<file path="src/rtl/mix_columns_iter.sv">
// Iterative AES MixColumns / InvMixColumns unit with a valid/ready handshake.
// COLS_PER_CYCLE column engines are reused over N_ITER busy cycles per 128-bit block.

// One 32-bit column through both the forward and inverse matrices; inv picks the result.
module mix_column_engine (
  input  logic        inv,
  input  logic [31:0] col,
  output logic [31:0] res_c
);

  localparam int unsigned N_ROWS = 4;
  localparam int unsigned BYTE_W = 8;

  // Multiplication by 2 in GF(2^8) modulo x^8+x^4+x^3+x+1.
  function automatic logic [7:0] xtime(input logic [7:0] x);
    return {x[6:0], 1'b0} ^ (x[7] ? 8'h1b : 8'h00);
  endfunction

  logic [BYTE_W-1:0] a   [N_ROWS];
  logic [BYTE_W-1:0] x2  [N_ROWS];
  logic [BYTE_W-1:0] x4  [N_ROWS];
  logic [BYTE_W-1:0] x8  [N_ROWS];
  logic [BYTE_W-1:0] m3  [N_ROWS];
  logic [BYTE_W-1:0] m9  [N_ROWS];
  logic [BYTE_W-1:0] mb  [N_ROWS];
  logic [BYTE_W-1:0] md  [N_ROWS];
  logic [BYTE_W-1:0] me  [N_ROWS];
  logic [BYTE_W-1:0] fwd [N_ROWS];
  logic [BYTE_W-1:0] bwd [N_ROWS];

  // Per-byte constant multiples, built from a shared xtime chain.
  always_comb begin
    for (int i = 0; i < N_ROWS; i++) begin
      a[i]  = col[31-8*i -: 8];
      x2[i] = xtime(a[i]);
      x4[i] = xtime(x2[i]);
      x8[i] = xtime(x4[i]);
      m3[i] = x2[i] ^ a[i];
      m9[i] = x8[i] ^ a[i];
      mb[i] = x8[i] ^ x2[i] ^ a[i];
      md[i] = x8[i] ^ x4[i] ^ a[i];
      me[i] = x8[i] ^ x4[i] ^ x2[i];
    end
  end

  // Circulant row sums; row r rotates the coefficient vector right by r.
  always_comb begin
    res_c = '0;
    for (int r = 0; r < N_ROWS; r++) begin
      fwd[r] = x2[r] ^ m3[2'(r + 1)] ^ a[2'(r + 2)] ^ a[2'(r + 3)];
      bwd[r] = me[r] ^ mb[2'(r + 1)] ^ md[2'(r + 2)] ^ m9[2'(r + 3)];
      res_c[31-8*r -: 8] = inv ? bwd[r] : fwd[r];
    end
  end

endmodule

module mix_columns_iter #(
  parameter int unsigned COLS_PER_CYCLE = 1
) (
  input  logic         clk,
  input  logic         rst_n,
  input  logic         in_valid,
  output logic         in_ready,
  input  logic         in_inv,
  input  logic [127:0] in_data,
  output logic         out_valid,
  input  logic         out_ready,
  output logic [127:0] out_data,
  output logic         busy
);

  localparam int unsigned N_COLS = 4;
  localparam int unsigned COL_W  = 32;
  localparam int unsigned IDX_W  = 2;
  localparam int unsigned CPC    = (COLS_PER_CYCLE == 0) ? 1 : COLS_PER_CYCLE;
  localparam int unsigned N_ITER = N_COLS / CPC;
  localparam int unsigned CNT_W  = (N_ITER > 1) ? $clog2(N_ITER) : 1;
  localparam logic [CNT_W-1:0] LAST_ITER = CNT_W'(N_ITER - 1);

  // Only 1, 2 or 4 engines divide the four columns evenly.
  generate
    if (!(COLS_PER_CYCLE == 1 || COLS_PER_CYCLE == 2 || COLS_PER_CYCLE == 4)) begin : g_bad_cpc
      $error("mix_columns_iter: COLS_PER_CYCLE must be 1, 2 or 4");
    end
  endgenerate

  typedef enum logic [1:0] {
    IDLE = 2'd0,
    BUSY = 2'd1,
    DONE = 2'd2
  } state_t;

  state_t               state_q;
  state_t               state_d;
  logic                 accept_c;
  logic [CNT_W-1:0]     iter_q;
  logic                 mode_q;
  logic [COL_W-1:0]     cols_q  [N_COLS];
  logic [IDX_W-1:0]     col_idx [CPC];
  logic [COL_W-1:0]     eng_in  [CPC];
  logic [COL_W-1:0]     eng_out [CPC];

  // Next-state logic; a block is taken only while idle.
  always_comb begin
    state_d  = state_q;
    accept_c = 1'b0;
    case (state_q)
      IDLE: begin
        if (in_valid) begin
          accept_c = 1'b1;
          state_d  = BUSY;
        end
      end
      BUSY: begin
        if (iter_q == LAST_ITER) begin
          state_d = DONE;
        end
      end
      DONE: begin
        if (out_ready) begin
          state_d = IDLE;
        end
      end
      default: state_d = IDLE;
    endcase
  end

  // State register with status flags registered from the next state.
  always_ff @(posedge clk or negedge rst_n) begin
    if (!rst_n) begin
      state_q   <= IDLE;
      in_ready  <= 1'b1;
      out_valid <= 1'b0;
      busy      <= 1'b0;
    end else begin
      state_q   <= state_d;
      in_ready  <= (state_d == IDLE);
      out_valid <= (state_d == DONE);
      busy      <= (state_d != IDLE);
    end
  end

  // Iteration counter: cleared on accept, advances through BUSY, parks on the last slice.
  always_ff @(posedge clk or negedge rst_n) begin
    if (!rst_n) begin
      iter_q <= '0;
    end else if (accept_c) begin
      iter_q <= '0;
    end else if (state_q == BUSY && iter_q != LAST_ITER) begin
      iter_q <= iter_q + CNT_W'(1);
    end
  end

  // Direction is captured with the block so later in_inv changes cannot affect it.
  always_ff @(posedge clk or negedge rst_n) begin
    if (!rst_n) begin
      mode_q <= 1'b0;
    end else if (accept_c) begin
      mode_q <= in_inv;
    end
  end

  // Column slice handled this iteration; column 0 (MSBs) goes first.
  always_comb begin
    for (int unsigned k = 0; k < CPC; k++) begin
      col_idx[k] = IDX_W'(32'(iter_q) * CPC + k);
      eng_in[k]  = cols_q[col_idx[k]];
    end
  end

  // Shared column engines, reused across iterations.
  generate
    for (genvar k = 0; k < CPC; k++) begin : g_eng
      mix_column_engine u_eng (
        .inv   (mode_q),
        .col   (eng_in[k]),
        .res_c (eng_out[k])
      );
    end
  endgenerate

  // State register: load on accept, overwrite the active slice in place while busy.
  always_ff @(posedge clk or negedge rst_n) begin
    if (!rst_n) begin
      for (int i = 0; i < N_COLS; i++) begin
        cols_q[i] <= '0;
      end
    end else if (accept_c) begin
      for (int i = 0; i < N_COLS; i++) begin
        cols_q[i] <= in_data[127-32*i -: 32];
      end
    end else if (state_q == BUSY) begin
      for (int unsigned k = 0; k < CPC; k++) begin
        cols_q[col_idx[k]] <= eng_out[k];
      end
    end
  end

  // Result is the state register itself, so it holds while stalled.
  assign out_data = {cols_q[0], cols_q[1], cols_q[2], cols_q[3]};

endmodule

</file>
<file path="config.mk">
export PLATFORM = sky130hd
export DESIGN_NAME = mix_columns_iter
export DESIGN_NICKNAME = d
export VERILOG_FILES = /design/src/rtl/mix_columns_iter.sv
export SDC_FILE = /design/constraint.sdc
export NUM_CORES = 1
export LEC_CHECK = 0
export ABC_AREA = 1
export CAP_MARGIN = 0
export CORE_UTILIZATION = 38
export DETAILED_ROUTE_END_ITERATION = 8
export DONT_BUFFER_PORTS = 1
export GPL_TIMING_DRIVEN = 0
export PLACE_DENSITY_LB_ADDON = 0.3
export SETUP_SLACK_MARGIN = 0.3
export SYNTH_ARGS = -nofsm -noshare
export SYNTH_HDL_FRONTEND = slang
export SYNTH_HIERARCHICAL = 1
export SYNTH_SLANG_ARGS = --single-unit
</file>
<file path="constraint.sdc">
create_clock -name clk -period 2.24 [get_ports clk]
set_clock_uncertainty 0.05 [all_clocks]
set_input_delay 0.224 -clock clk [delete_from_list [all_inputs] [get_ports clk]]
set_output_delay 0.224 -clock clk [all_outputs]
set_load 0.02 [all_outputs]
</file>
======== Word-level counts from Yosys, hierarchy flattened ========
Cells that the tools add are included.
operators by class
  $add $sub $neg .......................... 1
  order comparisons ....................... 2
  equality and inequality tests ........... 5
  multiplexer cells ....................... 13
  bitwise gates (word level) .............. 1
  reduce and logical (&&, ||, !) cells .... 7
operators by type and width
  kind                                                                          number
  128-bit two-way mux                                                           2
  128-bit bitwise mux                                                           1
  32-bit demux with 2-bit select                                                1
  32-bit two-way mux                                                            1
  2-bit two-way mux                                                             5
  2-bit equality test, second input constant                                    3
  2-bit one-hot mux with 3 select lines                                         1
  2-bit nonzero test                                                            3
  2-bit logical NOT                                                             2
  3-bit greater-or-equal comparator, second input constant                      1
  3-bit by 1-bit less-than comparator with 1-bit output, second input constant  1
  2-bit inverter with 3-bit output                                              1
  2-bit by 1-bit adder with 2-bit output, second input constant                 1
  2-bit by 1-bit equality test with 1-bit output, second input constant         1
  1-bit logical AND                                                             2
  1-bit two-way mux                                                             2
  2-bit inequality test, second input constant                                  1
word-level totals
  bits in registers ....................... 135
  bits of input ports ..................... 133
  output and inout bits ................... 131
  word-level logic and storage cells ...... 38

======== Depth between registers and ports, before layout ========
  depth in word-level cells ............... 8
  gate-level depth with buffers ........... 13
  mapped depth without buffers ............ 8

======== By module ========
Netlist, hierarchy kept.
modules (own cells, without submodules)
  module             instances  cells an instance  area each (sq um)  sequential area each (sq um)
  mix_columns_iter   1          1360               8630.8             3404.5
  mix_column_engine  1          33                 244.0              0.0

======== Least setup slack after synthesis ========
OpenSTA, ideal clock, no wires.
  kind .................................... reg-to-reg
  start point ............................. register iter_q[0]
  end point ............................... register cols_q, in the netlist out_data[100]
  setup time .............................. 0.117 ns
  arrival time ............................ 1.859 ns
  required time ........................... 2.073 ns
  setup slack ............................. 0.215 ns
  cell stages (with the launch flop) ...... 13
  path buffers ............................ 5
  period minus slack after synthesis ...... 2.025 ns
  cell sequence ........................... dfrtp_1 -> buf_2 -> inv_1 -> buf_2 -> buf_2 -> ha_1 -> clkbuf_1 -> inv_1 -> nand2_1 -> nand3_2 -> clkbuf_1 -> nand2_1 -> nand2_1
between the ends
  longest elaborated chain between the ends .. 8
  elaborated cells between the ends (all ways) .. 9
  those cells by class .................... order compare (2); mux (5); bitwise (1); reduce/logical (1)
RTL lines
  item                                                                                                                                     line  RTL
  from (decl)                                                                                                                              97    logic [CNT_W-1:0] iter_q;
  from (signal assigned)                                                                                                                   151   iter_q <= iter_q + CNT_W'(1);
  2-bit inverter with 3-bit output (not written as such) *                                                                                 195   cols_q[col_idx[k]] <= eng_out[k];
  3-bit greater-or-equal comparator (not written as such) / 3-bit by 1-bit less-than comparator with 1-bit output (equally long branches)  195
  1-bit logical AND (not written as such)                                                                                                  195
  32-bit two-way mux (not written as such)                                                                                                 195
  32-bit demux with 2-bit select *                                                                                                         195
  128-bit bitwise mux *                                                                                                                    195
  128-bit two-way mux *                                                                                                                    193   end else if (state_q == BUSY) begin
  128-bit two-way mux *                                                                                                                    189   end else if (accept_c) begin
  to (signal, indexed assignment)                                                                                                          191   cols_q[i] <= in_data[127-32*i -: 32];
  to (signal, indexed assignment)                                                                                                          195
  to (decl)                                                                                                                                99    logic [COL_W-1:0] cols_q [N_COLS];
Every way passes the cells marked *; elsewhere a longest branch is shown, timed or not. The select of a mux whose other input is x is not followed.
A chain may end at the register's enable or synchronous reset.

======== Worst setup path in the final report ========
  start point ............................. register iter_q[1]
  end point ............................... register cols_q, in the netlist out_data[76]
The elaborated chain is that of the path after synthesis.

==> flow_metrics.py <==
metrics = {
    "drt": {
        "drt_iter0_markers": 415,
        "ant_nets": 0,
        "wirelength_um": 28500,
        "avgViaCountPerCell": 4.76,
        "num_vias": 8001,
        "drc_errors": 0,
        "dr.pass1.iters": 5,
        "wl_per_cell_um": 16.9,
    },
    "synth": {
        "syn_inst": 1215,
        "yosys_warnings": 6,
        "avgSynthCellArea_um2": 6.60,
        "synthesis.area_um2": 8020,
    },
    "timing": {
        "finalSetupViolCount": 0,
        "rsz0062_at_grt": "yes",
        "tightest_slew_ns": 0.558,
        "drv_slew": 0,
        "timing.hold.ws_ns": -0.566,
        "fin_crit_sh": 0.822,
        "setup_ws_ns": 0.398,
        "hold_viol": 135,
        "tns_ns": 0,
        "layout_min_cycle_time_ns": 1.84,
        "slew_headroom": 0.628,
        "fmax_mhz": 543,
    },
    "cells_and_area": {
        "diodes": 0,
        "syn2layout_area_growth_pct": 32.6,
        "nNetsFinal": 1536,
        "drive_gt1_frac": 0.118,
    },
    "pwr": {
        "leakagePower_nw": 6.56,
        "p_per_area_nw_per_um2": 1390,
        "ir_worst_vdd_mv": 0.643,
    },
    "floorplanning": {
        "dieWidth_um": 147,
        "die_area_um2": 21700,
        "num_io_pins": 264,
        "rows": 52,
        "coreArea_um2": 20500,
        "start_util": 0.391,
        "die_height_um": 147,
    },
    "critical_path": {
        "rr_endpoint": "out_data[76]$_DFFE_PN0P_",
        "r2r_start": "iter_q[1]$_DFFE_PN0P_",
        "cp.required_ns": 2.51,
        "crit_arrival_ns": 2.11,
        "cp_cell_sequence": "inv_1, buf_2, ha_2, buf_6, inv_1, nand2_2, nand3_4, clkinvlp_4, buf_4, buf_4, nand2_1, nand2_1",
        "slowest_stage": "dfrtp_1",
        "startpoint_type": "flop",
        "worstSetupStartpoint": "iter_q[1]$_DFFE_PN0P_",
        "crit_fanout": 6,
        "slowest_delay_ns": 0.39,
        "criticalPathCategory": "flop to flop",
        "end_kind": "flop",
        "worst_r2r_path_depth": 12,
        "worst-r2r-setup-slack_ns": 0.40,
        "endpoint": "out_data[76]$_DFFE_PN0P_",
    },
    "clock_network": {
        "cts_root_buffer": "clkbuf_16",
        "path_clk_slew_ns": 0.07,
        "cts_sinks": 135,
        "cts_max_level": 4,
        "cts_hold_buf": 119,
        "clk_latency_ns": 0.43,
        "cts_buffers": 17,
        "cts_max_path_buffers": 2,
        "cts_tree": "done",
    },
    "placed_design": {
        "dp_hpwl_um": 20000,
        "place_ws_ns": -0.0768,
        "gp_congestion": 0.862,
        "portBuffers": 0,
    },
    "min_path": {
        "hold_path.class": "input port to asynchronous set/reset pin",
    },
    "global_route": {
        "grt_pass1_vias": 7900,
        "grt_max_degree": 136,
        "antenna_found_initial": 0,
        "gr-usage-all-layers": 0.264,
        "grt-ovfl-total": 0,
        "grt_pass1_wl_um": 43300,
    },
    "status": {
        "outcome": "complete, but fails checks",
        "violations": "hold timing",
    },
    "job": {
        "maxCapViolations": 0,
    },
}
==> layer usage <==
layer,vias to the layer above,part of all wire,GRT usage
li1,3964,-,-
met1,3683,0.42,0.334
met2,313,0.48,0.435
met3,41,0.079,0.0727
met4,0,0.023,0.0840
met5,-,0,0
==> cell type report <==
| cell class | count | area [um2] |
|---|---|---|
| plain buffers | 114 | 825 |
| repair buffers | 134 | 1340 |
| multi-input cells | 884 | 3660 |
| flip-flops and latches | 135 | 3380 |
| inverters | 113 | 440 |
| well taps | 270 | 338 |
| clock inverters | 15 | 223 |
| fillers | 2021 | 9860 |
| clock buffers | 17 | 425 |
==> cells in the final DEF (no fill, tap or decap), drive strengths merged, types with 4 or more instances in the layout <==
| master | n |
|---|---|
| conb | 32 |
| dlygate4sd3 | 119 |
| ha | 4 |
| inv | 116 |
| dfrtp | 134 |
| clkbuf | 34 |
| bufinv | 5 |
| buf | 112 |
| clkinv | 6 |
| nand3b | 14 |
| nand2 | 678 |
| nand3 | 152 |
==> flip-flops by register name, indices dropped and copies added, names as in the netlist <==
register	flops
out_data	128
busy	1
in_ready	1
state_q	2
out_valid	1
iter_q	2
==> repair_timing <==
action	in CTS	in global routing
resized for setup	19	68
cloned	0	5
setup endpoints to repair	94	96
endpoints found under the hold margin	255	135
pin swaps	0	1
setup buffers	2	8
==> report_power, final <==
part	total [mW]	internal [mW]	switching (mW)
Sequential	4.89	3.29	1.60
Combinational	6.74	2.64	4.10
Clock	3.18	1.99	1.19
==> critical path: cells and delay by family, from the launching register on <==
family        cells  cell delay, ns
simple gates      4            0.32
flops             1            0.39
buf+inv           7            0.80
fa+ha+maj         1            0.16
==> per-stage QoR <==
stage | std cells | utilization | total power [mW] | area [um2]
after floorplan | 1246 | - | 8.90 | 8140
after global placement | 1516 | 0.414 | 10.2 | 8480
after detailed placement | 1516 | 0.414 | 10.3 | 8480
after CTS | 1669 | 0.506 | 13.9 | 10400
after global routing | 1682 | 0.519 | 15.8 | 10600
final | 1682 | 0.519 | 14.8 | 10600
==> worst min-delay path by stage <==
stage | startpoint | endpoint | cells after the start
3_3_place_gp | rst_n | out_data[51]$_DFFE_PN0P_ | 0
4_1_cts | rst_n | out_data[32]$_DFFE_PN0P_ | 0
5_1_grt | rst_n | out_data[32]$_DFFE_PN0P_ | 0
2_1_floorplan | rst_n | busy$_DFF_PN0_ | 0
3_5_place_dp | rst_n | out_data[51]$_DFFE_PN0P_ | 0
6_report | rst_n | out_data[32]$_DFFE_PN0P_ | 0
(Power assumes the default switching activity.)
